===== config.mk =====
export PLATFORM = sky130hd
export DESIGN_NAME = dds_lut_loader_flat
export DESIGN_NICKNAME = d
export VERILOG_FILES = /design/src/rtl/dds_lut_loader_if.sv /design/src/rtl/dds_lut_loader.sv /design/src/flat_wrapper.sv
export SDC_FILE = /design/constraint.sdc
export NUM_CORES = 1
export LEC_CHECK = 0
export CORE_UTILIZATION = 35
export CTS_BUF_LIST = sky130_fd_sc_hd__clkbuf_4
export CTS_CLUSTER_SIZE = 14
export DETAILED_ROUTE_END_ITERATION = 8
export PLACE_DENSITY = 0.64
export SKIP_CTS_REPAIR_TIMING = 1
export SYNTH_ARGS = -nofsm -noshare
export SYNTH_HDL_FRONTEND = slang
export SYNTH_SLANG_ARGS = --single-unit
export TNS_END_PERCENT = 100

===== constraint.sdc =====
create_clock -name AXI_clk -period 3.4 [get_ports AXI_clk]
set_clock_uncertainty 0.2 [all_clocks]
set_input_delay 0.85 -clock AXI_clk [delete_from_list [all_inputs] [get_ports AXI_clk]]
set_output_delay 0.85 -clock AXI_clk [all_outputs]
set_load 0.01 [all_outputs]

===== src/rtl/dds_lut_loader_if.sv =====
// Sample stream feeding the DDS LUT loader: valid/ready handshake carrying one
// signed 16-bit sample per beat, with s_last marking the end of a table.
interface dds_lut_loader_if;
    logic        s_valid;
    logic        s_ready;
    logic [15:0] s_data;
    logic        s_last;

    modport master (output s_valid, output s_data, output s_last, input s_ready);
    modport slave  (input s_valid, input s_data, input s_last, output s_ready);
endinterface


===== src/rtl/dds_lut_loader.sv =====
// Streams 2^AddrWidth samples into the DDS LUT and then arms the DDS (en, then DataPathSelect).
// One word per SetupCycles+3 cycles; s_ready is high only while waiting for the next sample.
module dds_lut_loader #(
    parameter int AddrWidth   = 16,
    parameter int SetupCycles = 1
) (
    input  logic                AXI_clk,
    input  logic                rst_n,
    input  logic                start,
    input  logic                abort,
    dds_lut_loader_if.slave     s_if,
    output logic [31:0]         LUTAddress,
    output logic [31:0]         LUTData,
    output logic                LUTWriteEn,
    output logic                en,
    output logic                DataPathSelect,
    output logic                busy,
    output logic                done,
    output logic                error
);

    typedef enum logic [2:0] {
        ST_IDLE, ST_WAIT, ST_SETUP, ST_WRITE, ST_HOLD, ST_ARM_EN, ST_ARM_SEL, ST_DONE
    } state_t;

    localparam logic [AddrWidth-1:0] ADDR_MAX   = {AddrWidth{1'b1}};
    localparam logic [3:0]           SETUP_LOAD = 4'(SetupCycles - 1);

    state_t                 r_state;
    logic [AddrWidth-1:0]   r_cnt;
    logic [AddrWidth-1:0]   r_lut_addr;
    logic [15:0]            r_lut_data;
    logic [3:0]             r_setup_cnt;
    logic                   r_last;
    logic                   r_s_ready;
    logic                   r_we;
    logic                   r_en;
    logic                   r_dps;
    logic                   r_busy;
    logic                   r_done;
    logic                   r_error;
    logic                   w_accept;

    assign w_accept       = s_if.s_valid & r_s_ready;
    assign s_if.s_ready   = r_s_ready;
    assign LUTAddress     = 32'(r_lut_addr);
    assign LUTData        = {16'h0000, r_lut_data};
    assign LUTWriteEn     = r_we;
    assign en             = r_en;
    assign DataPathSelect = r_dps;
    assign busy           = r_busy;
    assign done           = r_done;
    assign error          = r_error;

    always_ff @(posedge AXI_clk or negedge rst_n) begin
        if (!rst_n) begin
            r_state     <= ST_IDLE;
            r_cnt       <= '0;
            r_lut_addr  <= '0;
            r_lut_data  <= '0;
            r_setup_cnt <= '0;
            r_last      <= 1'b0;
            r_s_ready   <= 1'b0;
            r_we        <= 1'b0;
            r_en        <= 1'b0;
            r_dps       <= 1'b0;
            r_busy      <= 1'b0;
            r_done      <= 1'b0;
            r_error     <= 1'b0;
        end else if (abort) begin
            // Leaving SETUP here means the pending word is never strobed.
            r_state   <= ST_IDLE;
            r_s_ready <= 1'b0;
            r_we      <= 1'b0;
            r_en      <= 1'b0;
            r_dps     <= 1'b0;
            r_busy    <= 1'b0;
            r_done    <= 1'b0;
        end else begin
            case (r_state)
                ST_IDLE, ST_DONE: begin
                    if (start) begin
                        r_cnt     <= '0;
                        r_error   <= 1'b0;
                        r_done    <= 1'b0;
                        r_en      <= 1'b0;
                        r_dps     <= 1'b0;
                        r_busy    <= 1'b1;
                        r_s_ready <= 1'b1;
                        r_state   <= ST_WAIT;
                    end
                end
                ST_WAIT: begin
                    if (w_accept) begin
                        r_lut_addr  <= r_cnt;
                        r_lut_data  <= s_if.s_data;
                        r_last      <= s_if.s_last;
                        r_s_ready   <= 1'b0;
                        r_setup_cnt <= SETUP_LOAD;
                        r_state     <= ST_SETUP;
                    end
                end
                ST_SETUP: begin
                    if (r_setup_cnt == 4'd0) begin
                        r_we    <= 1'b1;
                        r_state <= ST_WRITE;
                    end else begin
                        r_setup_cnt <= r_setup_cnt - 4'd1;
                    end
                end
                ST_WRITE: begin
                    r_we    <= 1'b0;
                    r_state <= ST_HOLD;
                end
                ST_HOLD: begin
                    // Length check happens before any increment, so the counter cannot wrap.
                    if (r_cnt == ADDR_MAX && r_last) begin
                        r_state <= ST_ARM_EN;
                    end else if (r_cnt == ADDR_MAX || r_last) begin
                        r_error <= 1'b1;
                        r_busy  <= 1'b0;
                        r_state <= ST_IDLE;
                    end else begin
                        r_cnt     <= r_cnt + 1'b1;
                        r_s_ready <= 1'b1;
                        r_state   <= ST_WAIT;
                    end
                end
                ST_ARM_EN: begin
                    r_en    <= 1'b1;
                    r_state <= ST_ARM_SEL;
                end
                ST_ARM_SEL: begin
                    r_dps   <= 1'b1;
                    r_done  <= 1'b1;
                    r_busy  <= 1'b0;
                    r_state <= ST_DONE;
                end
                default: r_state <= ST_IDLE;
            endcase
        end
    end

endmodule


===== src/flat_wrapper.sv =====
// flat-port wrapper written by rule: the top's interface ports become plain ports
module dds_lut_loader_flat 
#(
    parameter int AddrWidth   = 16,
    parameter int SetupCycles = 1
)
  (AXI_clk, rst_n, start, abort, LUTAddress, LUTData, LUTWriteEn, en, DataPathSelect, busy, done, error, s_if_s_valid, s_if_s_data, s_if_s_last, s_if_s_ready);
  dds_lut_loader_if s_if_i ();
  input  logic AXI_clk;
  input  logic rst_n;
  input  logic start;
  input  logic abort;
  output logic [31:0] LUTAddress;
  output logic [31:0] LUTData;
  output logic LUTWriteEn;
  output logic en;
  output logic DataPathSelect;
  output logic busy;
  output logic done;
  output logic error;
  input wire logic [$bits(s_if_i.s_valid)-1:0] s_if_s_valid;
  input wire logic [$bits(s_if_i.s_data)-1:0] s_if_s_data;
  input wire logic [$bits(s_if_i.s_last)-1:0] s_if_s_last;
  output wire logic [$bits(s_if_i.s_ready)-1:0] s_if_s_ready;
  assign s_if_i.s_valid = s_if_s_valid;
  assign s_if_i.s_data = s_if_s_data;
  assign s_if_i.s_last = s_if_s_last;
  assign s_if_s_ready = s_if_i.s_ready;
  dds_lut_loader #(.AddrWidth(AddrWidth), .SetupCycles(SetupCycles)) u_core (.AXI_clk(AXI_clk), .rst_n(rst_n), .start(start), .abort(abort), .s_if(s_if_i), .LUTAddress(LUTAddress), .LUTData(LUTData), .LUTWriteEn(LUTWriteEn), .en(en), .DataPathSelect(DataPathSelect), .busy(busy), .done(done), .error(error));
endmodule

==> impl_results.rst <==
.. list-table::
   :header-rows: 1

   * - Metric
     - Value
   * - DRC violations left
     - 20
   * - Start-to-end type of the worst setup path
     - flop to flop
   * - Crit path launch type
     - flop
   * - Vias in the first global route
     - 2338
   * - Clock-pin slew on the worst setup and hold paths
     - 0.11 ns
   * - Final estimated routing congestion in global placement
     - 0.844
   * - Buffer levels on the longest clock path
     - 2
   * - Number of register bits inferred by synthesis
     - 62
   * - Hold Vio Cnt, Final
     - 0
   * - Die width
     - 97.7 µm
   * - Clock network power share
     - 28.2%
   * - Flop2flop setup slack
     - 0.41 ns
   * - Area growth syn-to-layout
     - 24.1%
   * - Actual transition at the worst max-transition pin
     - 0.531 ns
   * - Number of slew-limit violations in the final report
     - 0
   * - Worst ir drop on vdd
     - 0.226 mV
   * - CTS tree
     - done
   * - Wire per inst
     - 13.6 µm
   * - Clock net sink count
     - 62
   * - Critical path arrival
     - 3.10 ns
   * - Area inside the core boundary
     - 8810 µm²
   * - Leakage power summed over all cells
     - 1.76 nW
   * - HPWL reported at the end of detailed placement
     - 4.67 mm
   * - Antenna cell count
     - 0
   * - Most used flip-flop cell after synthesis
     - sky130_fd_sc_hd__dfrtp_1
   * - Post-synthesis sequential area ratio
     - 48.4%
   * - Number of buffers added on ports
     - 60
   * - Failing checks
     - DRC
   * - Power density cells
     - 569 nW/µm²
   * - Count of unique library cells instantiated by Yosys
     - 47
   * - DP Area
     - 3800 µm²
   * - Max-slew headroom at the worst pin
     - 64.6%
   * - Wire length of the first global-routing pass
     - 11.1 mm
   * - Internal portion of total power
     - 1.62 mW
   * - Data required time at the worst endpoint
     - 3.51 ns
   * - Overall fraction of global-route tracks in use
     - 14.5%
   * - Proportion of total power due to net switching
     - 28.6%
   * - Die area
     - 9550 µm²
   * - Critical path fanouts, max
     - 6
   * - Proportion of power drawn by combinational gates
     - 27.5%
   * - Cell type contributing the most total cell area after synthesis
     - sky130_fd_sc_hd__dfrtp_1
   * - Ratio of final minimum period to clock period
     - 87.9%
   * - Per-cell via count in the routed design
     - 5.02
   * - Element type at the critical path end
     - flop
   * - Reg power frac
     - 44.2%
   * - Async SR Flop Fraction
     - 100%
   * - Highest clock rate
     - 0.334 GHz
   * - Insertion delay to the later sink of the worst-skew pair
     - 0.41 ns
   * - Final critical path time including I/O delays and setup
     - 2.99 ns
   * - Root Driver
     - sky130_fd_sc_hd__clkbuf_4
   * - Antenna violations before repair
     - 0
   * - Number of synthesized flops with an enable pin
     - 0
   * - Synthesized cell area
     - 3210 µm²
   * - CTS buffer count
     - 9
   * - Reported max-cap violation count
     - 0
   * - Share of post-route cells with drive strength above 1
     - 14.6%
   * - Setup TNS after final layout
     - 0 ns
   * - Total chip power
     - 2.26 mW
   * - Biggest area contributors in the synthesized netlist
     - sky130_fd_sc_hd__dfrtp_1 48%, sky130_fd_sc_hd__mux2_2 9.1%, sky130_fd_sc_hd__buf_4 7.7%, sky130_fd_sc_hd__nand2_1 2.7%, sky130_fd_sc_hd__o21ai_0 2.3%
   * - Startpoint of the worst-slack reg-to-reg timing path
     - u_core.r_cnt[0]
   * - Initial core utilization
     - 36.4%
   * - Ys Warns
     - 0
   * - Unrepaired setup endpoints after global routing
     - no
   * - Worst flop-to-flop path endpoint
     - u_core.r_cnt[13]
   * - Final ANT Viol Nets
     - 0
   * - DRT Wirelength
     - 6.59 mm
   * - Y dimension of the die
     - 97.7 µm
   * - Largest net degree at the start of global routing
     - 32
   * - Share of Yosys cell area claimed by the top area cell type
     - 48.4%
   * - Via count
     - 2429
   * - Average footprint of a synthesized cell
     - 10.4 µm²
   * - Global-route congestion overflow total
     - 0
   * - Result of the run
     - finished with violations
   * - Post-synthesis cell count
     - 309
   * - Count of H-tree levels built during CTS
     - 3
   * - Switching power total
     - 0.647 mW
   * - Design area
     - 3980 µm²
   * - Number of iterations in the first detailed-routing pass
     - 9
   * - Endpoints failing setup
     - 0
   * - Violation count after the first detailed-route iteration
     - 117
   * - Number of rows created at floorplan
     - 34
   * - Number of nets in the layout
     - 398
   * - Number of cells on the worst reg-to-reg path
     - 10
   * - Hold WC Path Type
     - input pin to asynchronous set/reset pin
   * - I/O Pins
     - 93
==> worst max-delay path: stages (launching register included) <==
cell and delay [ns]:
sky130_fd_sc_hd__dfrtp_1 0.44, sky130_fd_sc_hd__ha_1 0.25, sky130_fd_sc_hd__nand3_1 0.18, sky130_fd_sc_hd__nor2_1 0.11, sky130_fd_sc_hd__nand4_1 0.13, sky130_fd_sc_hd__inv_1 0.05, sky130_fd_sc_hd__ha_1 0.20, sky130_fd_sc_hd__nand3b_2 0.23
sky130_fd_sc_hd__or4_4 0.49, sky130_fd_sc_hd__or4_1 0.50, sky130_fd_sc_hd__o211ai_1 0.11
==> through the flow <==
step	worst slack (ns)	hold slack [ns]	std cells	utilization, %
after floorplan	0.691	0.269	340	-
after global placement	0.530	0.266	468	43.2
after detailed placement	0.421	0.270	468	43.2
after CTS	0.410	0.170	484	45.2
after global routing	0.260	0.179	484	45.2
final	0.410	0.178	484	45.2
==> synth_stat cells (2+ instances only) <==
library cell / instances
sky130_fd_sc_hd__dfrtp_1: 62
sky130_fd_sc_hd__buf_4: 33
sky130_fd_sc_hd__mux2_2: 26
sky130_fd_sc_hd__nand2_1: 23
sky130_fd_sc_hd__o21ai_0: 15
sky130_fd_sc_hd__a21oi_1: 14
sky130_fd_sc_hd__inv_1: 14
sky130_fd_sc_hd__nand3_1: 10
sky130_fd_sc_hd__nor2_1: 10
sky130_fd_sc_hd__buf_2: 7
sky130_fd_sc_hd__clkbuf_1: 7
sky130_fd_sc_hd__nand4_1: 7
sky130_fd_sc_hd__o211ai_1: 7
sky130_fd_sc_hd__a31oi_1: 6
sky130_fd_sc_hd__mux2i_1: 6
sky130_fd_sc_hd__ha_1: 5
sky130_fd_sc_hd__and2_1: 4
sky130_fd_sc_hd__and3_1: 4
sky130_fd_sc_hd__nand2b_1: 4
sky130_fd_sc_hd__nor3_1: 4
sky130_fd_sc_hd__nor2b_1: 3
sky130_fd_sc_hd__or4_1: 3
sky130_fd_sc_hd__a21boi_0: 2
sky130_fd_sc_hd__a21o_1: 2
sky130_fd_sc_hd__a221oi_1: 2
sky130_fd_sc_hd__a2bb2oi_1: 2
sky130_fd_sc_hd__a32oi_1: 2
sky130_fd_sc_hd__nor3b_1: 2
sky130_fd_sc_hd__nor4_2: 2
sky130_fd_sc_hd__o21a_1: 2
sky130_fd_sc_hd__o311ai_0: 2
sky130_fd_sc_hd__or3_1: 2
==> flip-flops by register name (all words and copies together), names as in the netlist <==
name	count
u_core.error	1
u_core.r_setup_cnt	4
u_core.r_lut_data	16
u_core.r_state	3
u_core.en	1
u_core.done	1
u_core.busy	1
u_core.LUTWriteEn	1
u_core.s_if.s_ready	1
u_core.r_lut_addr	16
u_core.r_cnt	16
u_core.r_last	1
==> area by class of cell <==
type	instances	area [µm²]
clock buffers	9	67.6
multi-input cells	216	1410
fillers	853	4820
repair buffers	68	656
well taps	108	135
inverters	14	52.6
flip-flops and latches	62	1550
clock inverters	7	113
==> power by group through the flow <==
stage / Clock (mW) / Sequential (mW) / Combinational [mW]
floorplan: 0 / 1.04 / 0.310
global placement: 0 / 1.01 / 0.622
detailed placement: 0 / 1.02 / 0.632
CTS: 0.660 / 1.00 / 0.635
global route: 0.693 / 1.03 / 0.684
finish: 0.640 / 1.00 / 0.624
==> logic make-up after synthesis <==
group                    count (synthesis)  share of synthesized area, %
AND/OR/NAND/NOR                         83                          14.0
AO/OA/AOI/OAI                           64                          13.1
buffers and inverters                   62                          11.4
flip-flops                              62                          48.4
multiplexers                            32                          11.0
adder cells (fa/ha/maj)                  5                          1.95
other                                    1                         0.117
==> worst max path at each step <==
stage	from	slack, ns	end	cells after the start
2_1_floorplan	u_core.r_cnt[0]	0.69	u_core.r_cnt[11]	10
3_3_place_gp	abort	0.53	u_core.r_cnt[13]	4
3_5_place_dp	u_core.r_cnt[0]	0.42	u_core.r_cnt[13]	10
4_1_cts	u_core.r_cnt[0]	0.41	u_core.r_cnt[13]	10
5_1_grt	u_core.r_cnt[0]	0.26	u_core.r_cnt[13]	10
6_report	u_core.r_cnt[0]	0.41	u_core.r_cnt[13]	10
==> metal layers <==
metal  wire length, µm  vias to the layer above  track usage, %
met5                 0                        -               0
met4                51                        0            4.20
met3               274                        5            3.58
met2              3250                       61            24.4
met1              3010                     1197            18.5
li1                  -                     1166               -
==> cells in the final DEF, fill, tap and decap left out, drive strengths merged, types with 9 or more instances in the layout <==
| cell | synthesis | layout |
|---|---|---|
| dfrtp | 62 | 62 |
| clkdlybuf4s50 | 0 | 59 |
| conb | 1 | 32 |
| mux2 | 26 | 26 |
| nand2 | 23 | 23 |
| o21ai | 15 | 15 |
| a21oi | 15 | 15 |
| inv | 14 | 14 |
| nand3 | 10 | 10 |
| nor2 | 10 | 10 |
| clkbuf | 7 | 9 |
| buf | 41 | 9 |
(Power assumes the default switching activity.)
